<file path="src/rtl/mem_access_unit.sv">
// Memory-stage data-memory access controller: turns M-stage load/store control into a
// registered req/ready bus transaction, formats sub-word data and stalls until completion.
module mem_access_unit #(
  parameter int TIMEOUT_CYCLES = 255
) (
  input  logic        Clk,
  input  logic        Reset_n,
  input  logic        MemReadM,
  input  logic        MemWriteM,
  input  logic [1:0]  MemSizeM,
  input  logic        LoadUnsignedM,
  input  logic [31:0] ALUResultM,
  input  logic [31:0] WriteDataM,
  output logic [31:0] MemReadDataM,
  output logic        StallM,
  output logic        MisalignM,
  output logic        BusErrM,
  output logic        dmem_req,
  output logic        dmem_we,
  output logic [31:0] dmem_addr,
  output logic [31:0] dmem_wdata,
  output logic [3:0]  dmem_be,
  input  logic        dmem_ready,
  input  logic [31:0] dmem_rdata
);

  typedef enum logic [1:0] {
    IDLE = 2'b00,
    BUSY = 2'b01,
    DONE = 2'b10
  } stateE;

  typedef enum logic [1:0] {
    SIZE_WORD     = 2'b00,
    SIZE_HALF     = 2'b01,
    SIZE_BYTE     = 2'b10,
    SIZE_WORD_ALT = 2'b11
  } memSizeE;

  localparam logic [15:0] LastCount = 16'(TIMEOUT_CYCLES - 1);

  stateE       state;
  stateE       nextState;

  logic        access;
  logic        isByte;
  logic        isHalf;
  logic        aligned;
  logic        startAccess;
  logic [31:0] storeData;
  logic [3:0]  storeBe;

  logic [15:0] busyCount;
  logic        timeoutHit;

  // Attributes of the in-flight access, needed to format the returning load data.
  logic [1:0]  laneQ;
  memSizeE     sizeQ;
  logic        unsignedQ;
  logic [7:0]  byteField;
  logic [15:0] halfField;
  logic [31:0] loadData;

  // ---------------------------------------------------------------------------
  // Request decode and alignment
  // ---------------------------------------------------------------------------
  always_comb begin
    access      = MemReadM | MemWriteM;
    isByte      = (memSizeE'(MemSizeM) == SIZE_BYTE);
    isHalf      = (memSizeE'(MemSizeM) == SIZE_HALF);
    aligned     = isByte
                | (isHalf & ~ALUResultM[0])
                | (~isByte & ~isHalf & (ALUResultM[1:0] == 2'b00));
    startAccess = access & aligned;
  end

  // Store lane replication and byte enables (little-endian).
  always_comb begin
    // NOTE: every always_comb output gets a default first so no path can infer a latch.
    storeData = WriteDataM;
    storeBe   = 4'b1111;
    if (isByte) begin
      storeData = {4{WriteDataM[7:0]}};
      storeBe   = 4'b0001 << ALUResultM[1:0];
    end else if (isHalf) begin
      storeData = {2{WriteDataM[15:0]}};
      storeBe   = ALUResultM[1] ? 4'b1100 : 4'b0011;
    end
  end

  // ---------------------------------------------------------------------------
  // Load data selection and extension
  // ---------------------------------------------------------------------------
  always_comb begin
    byteField = dmem_rdata[7:0];
    case (laneQ)
      2'd0:    byteField = dmem_rdata[7:0];
      2'd1:    byteField = dmem_rdata[15:8];
      2'd2:    byteField = dmem_rdata[23:16];
      default: byteField = dmem_rdata[31:24];
    endcase
    halfField = laneQ[1] ? dmem_rdata[31:16] : dmem_rdata[15:0];

    loadData = dmem_rdata;
    case (sizeQ)
      SIZE_BYTE: loadData = unsignedQ ? {24'd0, byteField}
                                      : {{24{byteField[7]}}, byteField};
      SIZE_HALF: loadData = unsignedQ ? {16'd0, halfField}
                                      : {{16{halfField[15]}}, halfField};
      default:   loadData = dmem_rdata;
    endcase
  end

  assign timeoutHit = (busyCount == LastCount);

  // ---------------------------------------------------------------------------
  // FSM
  // ---------------------------------------------------------------------------
  always_ff @(posedge Clk) begin
    // NOTE: sequential state uses non-blocking assignments so every register
    // samples pre-edge values regardless of block ordering.
    if (!Reset_n) state <= IDLE;
    else          state <= nextState;
  end

  always_comb begin
    nextState = state;
    StallM    = 1'b0;
    case (state)
      IDLE: begin
        StallM = startAccess;
        if (startAccess) nextState = BUSY;
      end
      BUSY: begin
        StallM = 1'b1;
        if (dmem_ready || timeoutHit) nextState = DONE;
      end
      DONE:    nextState = IDLE;
      default: nextState = IDLE;
    endcase
  end

  // ---------------------------------------------------------------------------
  // Bus registers, result register, status pulses and timeout counter
  // ---------------------------------------------------------------------------
  always_ff @(posedge Clk) begin
    if (!Reset_n) begin
      MemReadDataM <= 32'd0;
      MisalignM    <= 1'b0;
      BusErrM      <= 1'b0;
      dmem_req     <= 1'b0;
      dmem_we      <= 1'b0;
      dmem_addr    <= 32'd0;
      dmem_wdata   <= 32'd0;
      dmem_be      <= 4'd0;
      busyCount    <= 16'd0;
      laneQ        <= 2'd0;
      sizeQ        <= SIZE_WORD;
      unsignedQ    <= 1'b0;
    end else begin
      MisalignM <= 1'b0;
      BusErrM   <= 1'b0;
      case (state)
        IDLE: begin
          if (startAccess) begin
            dmem_req   <= 1'b1;
            dmem_we    <= MemWriteM;
            dmem_addr  <= {ALUResultM[31:2], 2'b00};
            dmem_wdata <= MemWriteM ? storeData : 32'd0;
            dmem_be    <= MemWriteM ? storeBe : 4'b1111;
            laneQ      <= ALUResultM[1:0];
            sizeQ      <= memSizeE'(MemSizeM);
            unsignedQ  <= LoadUnsignedM;
            busyCount  <= 16'd0;
          end else if (access) begin
            MisalignM    <= 1'b1;
            MemReadDataM <= 32'd0;
          end
        end
        BUSY: begin
          busyCount <= busyCount + 16'd1;
          if (dmem_ready) begin
            dmem_req     <= 1'b0;
            MemReadDataM <= dmem_we ? 32'd0 : loadData;
          end else if (timeoutHit) begin
            dmem_req     <= 1'b0;
            BusErrM      <= 1'b1;
            MemReadDataM <= 32'd0;
          end
        end
        DONE:    busyCount <= 16'd0;
        default: busyCount <= 16'd0;
      endcase
    end
  end

endmodule

</file>
<file path="config.mk">
export PLATFORM = sky130hd
export DESIGN_NAME = mem_access_unit
export DESIGN_NICKNAME = d
export VERILOG_FILES = /design/src/rtl/mem_access_unit.sv
export SDC_FILE = /design/constraint.sdc
export NUM_CORES = 1
export LEC_CHECK = 0
export BUFFER_PORTS_ARGS = -buffer_cell sky130_fd_sc_hd__buf_2
export CORE_ASPECT_RATIO = 0.7
export CORE_UTILIZATION = 50
export CTS_BUF_LIST = sky130_fd_sc_hd__clkbuf_4 sky130_fd_sc_hd__clkbuf_8
export CTS_CLUSTER_SIZE = 40
export DETAILED_ROUTE_END_ITERATION = 6
export GPL_ROUTABILITY_DRIVEN = 0
export PLACE_DENSITY = 0.8
export SLEW_MARGIN = 20
export SYNTH_ARGS = -nofsm -noshare
export SYNTH_HDL_FRONTEND = slang
export SYNTH_SLANG_ARGS = --single-unit
</file>
<file path="constraint.sdc">
create_clock -name Clk -period 2.6 [get_ports Clk]
set_input_delay 0.26 -clock Clk [delete_from_list [all_inputs] [get_ports Clk]]
set_output_delay 0.26 -clock Clk [all_outputs]
set_load 0.02 [all_outputs]
</file>
==> results of run 1 <==
power groups by stage:
stage / Clock [mW] / Sequential (mW) / Combinational [mW]
floorplan: 0 / 2.19 / 0.454
detailed placement: 0 / 2.10 / 0.824
global placement: 0 / 2.10 / 0.801
finish: 1.69 / 2.06 / 0.834
global route: 1.81 / 2.07 / 0.901
CTS: 1.72 / 2.06 / 0.826
cells in the mapped netlist, types with 2 or more instances:
cell	n
dfxtp_1	125
nand2_1	116
a21oi_1	64
o2bb2ai_1	39
nor2_1	27
clkbuf_1	26
mux2i_1	24
and2_1	17
o21ai_0	16
a22oi_1	15
nand3_1	14
a21boi_0	12
buf_2	10
nand2b_1	10
nor2b_1	10
inv_1	9
mux2_2	9
a22o_1	8
a32o_1	8
xnor2_1	8
buf_6	7
a211oi_1	6
ha_1	6
buf_4	5
a31oi_1	4
nand4_1	4
nor3_1	3
nor3_2	3
a2111oi_1	2
and4_1	2
path summary, 6_finish.rpt:
path | startpoint | to | slack [ns] | depth (start not counted)
worst min-delay path | ALUResultM[19] | dmem_addr[19]$_SDFFE_PN0P_ | 0.05 | 3
worst max register to register | state[1]$_SDFFE_PN0P_ | MemReadDataM[0]$_SDFFE_PN0P_ | 0.37 | 5
worst max-delay path | state[1]$_SDFFE_PN0P_ | MemReadDataM[0]$_SDFFE_PN0P_ | 0.37 | 5
worst min register to register | dmem_addr[7]$_SDFFE_PN0P_ | dmem_addr[7]$_SDFFE_PN0P_ | 0.46 | 2
logic make-up after synthesis:
family | share of synthesized area
fa+ha+maj | 0.0132
other cells | 0.000658
flops | 0.439
simple gates | 0.189
xor+xnor | 0.0123
compound gates | 0.230
mux | 0.0639
buf+inv | 0.0522
worst register-to-register path: stages, from the launching register on:
cell     delay (ns)
dfxtp_1        0.46
nor2_1         0.71
nand2_1        0.19
o22a_1         0.23
o311a_4        0.25
a22o_1         0.29
metal layers:
layer | global-route usage | wire, µm | vias to the layer above
li1 | - | - | 2647
met1 | 0.376 | 7230 | 2543
met2 | 0.414 | 7340 | 285
met3 | 0.0884 | 1330 | 45
met4 | 0.104 | 338 | 0
met5 | 0 | 0 | -
state kept, by name, summed over array words and instances (netlist names), 2 cells and up:
| name | count |
|---|---|
| MemReadDataM | 32 |
| dmem_wdata | 32 |
| dmem_addr | 30 |
| busyCount | 16 |
| dmem_be | 4 |
| laneQ | 2 |
| sizeQ | 2 |
| state | 2 |
metrics by stage:
stage / setup WS [ns] / instance area, µm²
6_report: 0.370 / 7160
5_1_grt: 0.216 / 7160
4_1_cts: 0.435 / 7160
3_5_place_dp: 0.436 / 6770
3_3_place_gp: 0.483 / 6770
2_1_floorplan: 0.673 / 5710
area by class of cell:
class / instances / area [µm²]
clock inverter: 10 / 115
multi-input combinational: 457 / 2910
fill: 963 / 3890
clock buffer: 21 / 277
sequential: 125 / 2500
inverter: 9 / 33.8
tap: 153 / 191
timing repair buffer: 217 / 1130
placed cells by master (no fill, tap or decap), types with 10 or more instances in the layout:
cell type / n
dfxtp_1: 125
buf_2: 206
a22oi_1: 15
nand3_1: 14
nor2b_1: 10
buf_4: 10
and2_1: 17
o2bb2ai_1: 39
a21boi_0: 12
nand2b_1: 10
a21oi_1: 64
o21ai_0: 16
nand2_1: 116
mux2i_1: 24
nor2_1: 27
clkbuf_8: 19
==> reports/results.ini, run 1 <==
[status]
run_status = finished, final reports clean

[power]
p_per_area_mw_per_mm2 = 640
swShare = 0.295
p_switching_mw = 1.35
clock_power_share = 0.368
p_leak_nw = 3.09
power.total_mw = 4.58
seqPwrFrac = 0.450
irDropWorstVdd_v = 0.000376
power.internal_mw = 3.23
p_comb_frac = 0.182

[synthesis]
yosysWarningCount = 0
synth_edf_count = 0
synth-seq-cells = 125
synth_area_leaders = dfxtp_1 (44%), nand2_1 (7.6%), o2bb2ai_1 (6.0%)
syn_inst = 638
synth_top_area_frac = 0.439
ys.flop_type = dfxtp_1
syn_avg_cell_area_um2 = 8.94
ys_seq_area_frac = 0.439
synth_area_mm2 = 0.00570
yosysUniqueCellTypes = 59
synthArstFlopShare = 0
synth_top_area_cell = dfxtp_1

[sta]
tightest_slew_ns = 0.882
setup_tns_ns = 0
fmax_ghz = 0.448
min_period_ns = 2.23
slew_viol_final = 0
max-slew-margin-rel = 0.410
final.setup_skew_ns = 0.0152
setup_violations = 0
hold_violations = 0
rsz0062_at_grt = false
fin_crit_sh = 0.858
hold_slack_ns = 0.0489

[route]
wl_mm = 16.2
antenna_left = 0
vias = 5520
drt_iter0_markers = 468
first_pass_iters = 6
routed_via_density = 5.56
avgRoutedWirePerCell_um = 16.4
drc = 0

[worst_setup_path]
worst_path_largest_cell_delay_ns = 0.71
critical_path_required_ns = 2.92
start_kind = flip-flop
crit_chain = nor2_1 > nand2_1 > o22a_1 > o311a_4 > a22o_1
cp.buffers_inverters = 0
cp-end-kind = flip-flop
critPathMaxFanout = 32
path_class = reg2reg
cpLargestDelayFamily = simple AND/OR/NAND/NOR gates
arrival_ns = 2.55
cpMaxStageDelayCell = nor2_1

[clocking]
post_cts_buffers = 0
insertion_delay_ns = 0.44
cts_tree = yes
clk_path_buf_depth = 2
post_cts_resized = 0
clk_pin_slew_ns = 0.08
hold_buffers = 0
htree_levels = 4
cts-root-buf = clkbuf_8
cts.sink_count = 125
cts_buffers = 17

[flow_run]
maxCapViolations = 0

[finish]
fin_cells = 992
fin_util = 0.648
nets = 937
diodes = 0
drive_above_1_share = 0.322
area_growth_pct = 25.5

[grt]
grt_usage = 0.279
overflow = 0
antenna_found_initial = 0
grt_pass1_vias = 5029
grt_pass1_wl_mm = 25.6
grt_max_degree = 54

[die]
die_w_um = 130
die_y_um = 91.3
coreArea_mm2 = 0.0111
placementRows = 32
io_pins = 209
initial_core_util = 0.516
dieArea_mm2 = 0.0118

[placement]
port_buffers = 206
hpwl_mm = 11.9
dp.cells = 961

[hold_path]
hold_path_class = in2reg

(Power assumes the default switching activity.)
==> inputs of run 2 (changes only) <==
--- a/config.mk
+++ b/config.mk
@@ -7,12 +7,12 @@
 export LEC_CHECK = 0
 export BUFFER_PORTS_ARGS = -buffer_cell sky130_fd_sc_hd__buf_2
 export CORE_ASPECT_RATIO = 0.7
-export CORE_UTILIZATION = 50
+export CORE_UTILIZATION = 46
 export CTS_BUF_LIST = sky130_fd_sc_hd__clkbuf_4 sky130_fd_sc_hd__clkbuf_8
 export CTS_CLUSTER_SIZE = 40
 export DETAILED_ROUTE_END_ITERATION = 6
 export GPL_ROUTABILITY_DRIVEN = 0
-export PLACE_DENSITY = 0.8
+export PLACE_DENSITY = 0.77
 export SLEW_MARGIN = 20
 export SYNTH_ARGS = -nofsm -noshare
 export SYNTH_HDL_FRONTEND = slang
==> constraint.sdc (replaced) <==
create_clock -name Clk -period 2 [get_ports Clk]
set_input_delay 0.2 -clock Clk [delete_from_list [all_inputs] [get_ports Clk]]
set_output_delay 0.2 -clock Clk [all_outputs]
set_load 0.02 [all_outputs]
==> run 2 against run 1 <==
Combinational power is 43% higher. Global-route usage down 1.6 points. Register-to-register slack got worse by 0.19 ns. First-iteration DRC count fell by 41%. Critical endpoint is now StallM. Clock-buffer cell count shrank 3. Highest routed layer unchanged. Largest cell class unchanged.
==> reports/results.ini, run 2 (synthesis gave the netlist of run 1 again) <==
[grt]
grt_max_degree = 43
grt_pass1_vias = 5101
antenna_found_initial = 0
overflow = 0
grt_usage = 0.263
grt_pass1_wl_mm = 26.2

[worst_setup_path]
arrival_ns = 1.72
cp-end-kind = output port
critical_path_required_ns = 1.80
start_kind = input port
path_class = in2out
critPathMaxFanout = 5

[sta]
fin_ws_ns = 0.0766
fmax_ghz = 0.520
hold_slack_ns = 0.0305
setup_violations = 0
slew_viol_final = 0
hold_violations = 0
max-slew-margin-rel = 0.593
rsz0062_at_grt = false
final.setup_skew_ns = 0.0157
min_period_ns = 1.92
tightest_slew_ns = 0.609
fin_crit_sh = 0.962

[hold_path]
hold_path_class = in2reg

[placement]
hpwl_mm = 11.9
port_buffers = 206
dp.cells = 984
place_ws_ns = -0.0333

[finish]
mostFrequentLayoutCells = buf_2 (206), dfxtp_1 (125), nand2_1 (116)
area_growth_pct = 34.4
fin_util = 0.644
diodes = 0
top_regs = MemReadDataM x32, dmem_wdata x32, dmem_addr x30
fin_cells = 1042
drive_above_1_share = 0.329
layout_commonest_cell = buf_2
nets = 982

[clocking]
clk_pin_slew_ns = 0.07
cts.sink_count = 125
cts_tree = yes
cts-root-buf = clkbuf_8
cts_buffers = 17
clk_path_buf_depth = 2
insertion_delay_ns = 0.43
htree_levels = 4

[route]
drt_iter0_markers = 277
routed_via_density = 5.32
first_pass_iters = 4
drc = 0
vias = 5548
wl_mm = 16.8
avgRoutedWirePerCell_um = 16.1
antenna_left = 0

[die]
die_w_um = 135
placementRows = 33
coreArea_mm2 = 0.0119
io_pins = 209
die_y_um = 95.2
dieArea_mm2 = 0.0129
initial_core_util = 0.479

[power]
p_per_area_mw_per_mm2 = 830
irDropWorstVdd_v = 0.000537
p_leak_nw = 3.33

[status]
run_status = finished, final reports clean

[flow_run]
maxCapViolations = 0

## run 2: through the flow
| stage | instance area [µm²] | total power [mW] | setup TNS (ns) |
|---|---|---|---|
| 6_report | 7660 | 6.36 | 0 |
| 3_5_place_dp | 6950 | 3.85 | -0.308 |
| 5_1_grt | 7660 | 6.63 | 0 |
| 3_3_place_gp | 6950 | 3.84 | 0 |
| 4_1_cts | 7660 | 6.38 | 0 |
| 2_1_floorplan | 5710 | 3.44 | 0 |
## run 2: cell type report
cell class	instances	area [µm²]
Fill cell	1012	4230
Clock inverter	14	206
Clock buffer	18	241
Sequential cell	125	2500
Inverter	9	33.8
Tap cell	157	196
Multi-Input combinational cell	457	2910
Timing Repair Buffer	262	1570
## run 2: worst max-delay path: stages
cell	delay, ns
buf_2	0.11
buf_4	0.13
ha_1	0.21
or2_1	0.32
o211ai_4	0.30
buf_4	0.18
a21oi_1	0.09
buf_2	0.17
## run 2: metal layers
layer	share of wire	vias to the layer above	global-route usage
met1	0.47	2587	0.369
met3	0.075	12	0.0617
met4	0.0084	0	0.0843
li1	-	2736	-
met5	0	-	0
met2	0.45	213	0.397
## run 2: power by group
part	switching [mW]	leakage [nW]	internal, mW	total (mW)
logic	0.707	2.10	0.480	1.19
registers	0.0673	1.02	2.60	2.67
clock network	1.10	0.222	1.41	2.50
total	1.87	3.33	4.49	6.36
## run 2: path summary, 6_finish.rpt
path / start / to / slack [ns] / cells past startpoint
worst max-delay path: MemSizeM[0] / StallM / 0.08 / 8
worst min-delay path: ALUResultM[25] / dmem_addr[25]$_SDFFE_PN0P_ / 0.03 / 3
worst max register to register: busyCount[9]$_SDFFE_PN0P_ / MemReadDataM[4]$_SDFFE_PN0P_ / 0.18 / 4
worst min register to register: dmem_addr[20]$_SDFFE_PN0P_ / dmem_addr[20]$_SDFFE_PN0P_ / 0.46 / 2
## run 2: timing repair
item | 4_1_cts | 5_1_grt
hold buffers | 26 | 0
setup endpoints to repair | 0 | 16
hold endpoints to repair | 26 | 0
gates resized for setup | 0 | 1
buffers inserted | 0 | 0
==> inputs of run 3 (changes only) <==
--- a/config.mk
+++ b/config.mk
@@ -5,14 +5,15 @@
 export SDC_FILE = /design/constraint.sdc
 export NUM_CORES = 1
 export LEC_CHECK = 0
-export BUFFER_PORTS_ARGS = -buffer_cell sky130_fd_sc_hd__buf_2
+export BUFFER_PORTS_ARGS = -buffer_cell sky130_fd_sc_hd__clkbuf_2
 export CORE_ASPECT_RATIO = 0.7
-export CORE_UTILIZATION = 46
+export CORE_UTILIZATION = 50
 export CTS_BUF_LIST = sky130_fd_sc_hd__clkbuf_4 sky130_fd_sc_hd__clkbuf_8
 export CTS_CLUSTER_SIZE = 40
 export DETAILED_ROUTE_END_ITERATION = 6
 export GPL_ROUTABILITY_DRIVEN = 0
-export PLACE_DENSITY = 0.77
+export GPL_TIMING_DRIVEN = 0
+export PLACE_DENSITY = 0.8
 export SLEW_MARGIN = 20
 export SYNTH_ARGS = -nofsm -noshare
 export SYNTH_HDL_FRONTEND = slang
==> constraint.sdc (replaced) <==
create_clock -name Clk -period 2.1 [get_ports Clk]
set_input_delay 0.21 -clock Clk [delete_from_list [all_inputs] [get_ports Clk]]
set_output_delay 0.21 -clock Clk [all_outputs]
set_load 0.02 [all_outputs]
==> run 3 against run 2 <==
Register-to-register slack worse by 0.07 ns. Non-clock buffer count is 20 higher. Die area is 7.9% lower. Power is 9.9% lower. Global-route usage is 4.9 points higher. Worst setup slack better by 0.029 ns. Final cell count is 1.3% higher. Clock power is 18% lower. Critical endpoint is now MemReadDataM[31]$_SDFFE_PN0P_. Largest cell class unchanged.
==> reports/results.ini, run 3 (synthesis gave the netlist of run 1 again) <==
[status]
run_status = finished, final reports clean

[sta]
hold_slack_ns = 0.0278
fin_crit_sh = 0.949
final.setup_skew_ns = 0.0130
tightest_slew_ns = 0.873
rsz0062_at_grt = true
max-slew-margin-rel = 0.416
slew_viol_final = 0
setup_violations = 0
min_period_ns = 1.99
hold_violations = 0
fmax_ghz = 0.502

[finish]
multi_input_area_mm2 = 0.00291
diodes = 0
area_growth_pct = 33.2
mostFrequentLayoutCells = clkbuf_2 (209), dfxtp_1 (125), nand2_1 (116)
top_regs = MemReadDataM x32, dmem_wdata x32, dmem_addr x30
fill_cells = 906
layout_commonest_cell = clkbuf_2
fin_cells = 1056
drive_above_1_share = 0.315
fin_util = 0.688
regArea_mm2 = 0.00250
nets = 1002
fin_area_mm2 = 0.00760

[route]
wl_mm = 17.8
drc = 0
vias = 5848
routed_via_density = 5.54
antenna_left = 0
avgRoutedWirePerCell_um = 16.9
first_pass_iters = 5
drt_iter0_markers = 392

[hold_path]
holdPathEnd = unsignedQ$_SDFFE_PN0P_
hp-start = LoadUnsignedM
holdPathStages = 3
hold_path_class = in2reg

[worst_setup_path]
reg2reg_to = MemReadDataM[31]$_SDFFE_PN0P_
cp-end-kind = flip-flop
r2r_slack_ns = 0.11
crit_chain = nand2_1 > nor4_4 > nand2_1 > clkbuf_2 > o2bb2ai_1
path_class = reg2reg
start_kind = flip-flop
cpMostUsedCell = nand2_1
critPathMaxFanout = 10
cpMaxStageDelayCell = dfxtp_1
r2r-start = state[0]$_SDFFE_PN0P_
r2r_cells = 5
arrival_ns = 2.36
worst_path_largest_cell_delay_ns = 0.49
critical_path_required_ns = 2.47

[clocking]
cts_tree = yes
insertion_delay_ns = 0.44
post_cts_buffers = 0
cts-root-buf = clkbuf_8
clk_path_buf_depth = 2
cts_buffers = 17
cts.sink_count = 125
htree_levels = 4
clk_pin_slew_ns = 0.08

[flow_run]
maxCapViolations = 0

[placement]
hpwl_mm = 13.2
port_buffers = 206
dp.cells = 998
dpl_cell_area_mm2 = 0.00693

[power]
power.internal_mw = 3.97
seqPwrFrac = 0.445
p_leak_nw = 3.23
irDropWorstVdd_v = 0.000471
p_switching_mw = 1.76
clock_power_share = 0.356
p_per_area_mw_per_mm2 = 755
p_comb_frac = 0.199
swShare = 0.307
power.total_mw = 5.73

[grt]
overflow = 0
grt_pass1_wl_mm = 28.6
grt_pass1_vias = 5783
antenna_found_initial = 0
grt_max_degree = 17
grt_usage = 0.311

[die]
initial_core_util = 0.516
dieArea_mm2 = 0.0118
die_y_um = 91.3
io_pins = 209
placementRows = 32
coreArea_mm2 = 0.0111
die_w_um = 130

run 3: cell types whose count changed in the layout (fill, tap and decap cells not counted), moves of 2 or more:
cell / before / now
clkinv_2: 1 / 3
clkbuf_2: 0 / 209
inv_8: 2 / 0
clkinv_4: 1 / 3
buf_4: 26 / 5
bufinv_16: 4 / 2
buf_6: 0 / 7
buf_12: 4 / 0
clkbuf_1: 0 / 22
buf_2: 206 / 10
dlygate4sd3_1: 26 / 29
run 3: worst max-delay path by stage:
| stage | startpoint | to | cells past startpoint |
|---|---|---|---|
| final | state[0]$_SDFFE_PN0P_ | MemReadDataM[31]$_SDFFE_PN0P_ | 5 |
| after global routing | state[0]$_SDFFE_PN0P_ | MemReadDataM[31]$_SDFFE_PN0P_ | 5 |
| after floorplan | MemSizeM[1] | MemReadDataM[7]$_SDFFE_PN0P_ | 10 |
| after detailed placement | MemSizeM[1] | state[0]$_SDFFE_PN0P_ | 12 |
| after CTS | sizeQ[0]$_SDFFE_PN0P_ | MemReadDataM[31]$_SDFFE_PN0P_ | 7 |
| after global placement | sizeQ[0]$_SDFFE_PN0P_ | MemReadDataM[5]$_SDFFE_PN0P_ | 7 |
run 3: layout make-up:
class / instances / share of cell area
Multi-Input combinational cell: 457 / 0.383
Sequential cell: 125 / 0.329
Timing Repair Buffer: 235 / 0.174
Buffer: 47 / 0.0347
Clock buffer: 17 / 0.0308
Tap cell: 153 / 0.0252
Clock inverter: 13 / 0.0188
Inverter: 9 / 0.00445
run 3: timing repair:
action / CTS / global route
endpoints found under the hold margin: 29 / 0
endpoints found under the setup margin: 20 / 14
pin swaps: 0 / 0
resized for setup: 1 / 5
hold buffers: 29 / 0
run 3: worst max-delay path, delay by kind of cell, from the launching register on:
family / cells / cell delay [ns]
compound gates: 1 / 0.19
flops: 1 / 0.49
buf+inv: 1 / 0.28
simple gates: 3 / 0.96
run 3: metal layers:
metal  wire [µm]  vias to the layer above  GRT usage
met1        7740                     2760      0.403
met4         418                        0      0.135
met5           0                        -          0
met3        1480                       42     0.0955
met2        8160                      272      0.475
li1            -                     2774          -
run 3: power groups by stage:
stage | logic (mW) | clock network [mW] | registers, mW
2_1_floorplan | 0.562 | 0 | 2.71
3_3_place_gp | 1.05 | 0 | 2.60
3_5_place_dp | 1.07 | 0 | 2.60
4_1_cts | 1.12 | 2.07 | 2.55
5_1_grt | 1.24 | 2.18 | 2.56
6_report | 1.14 | 2.04 | 2.55
run 3: through the flow:
step / TNS [ns] / worst slack, ns
3_5_place_dp: -6.11 / -0.183
5_1_grt: -0.00741 / -0.00741
4_1_cts: 0 / 0.0944
6_report: 0 / 0.106
3_3_place_gp: -2.45 / -0.145
2_1_floorplan: 0 / 0.223
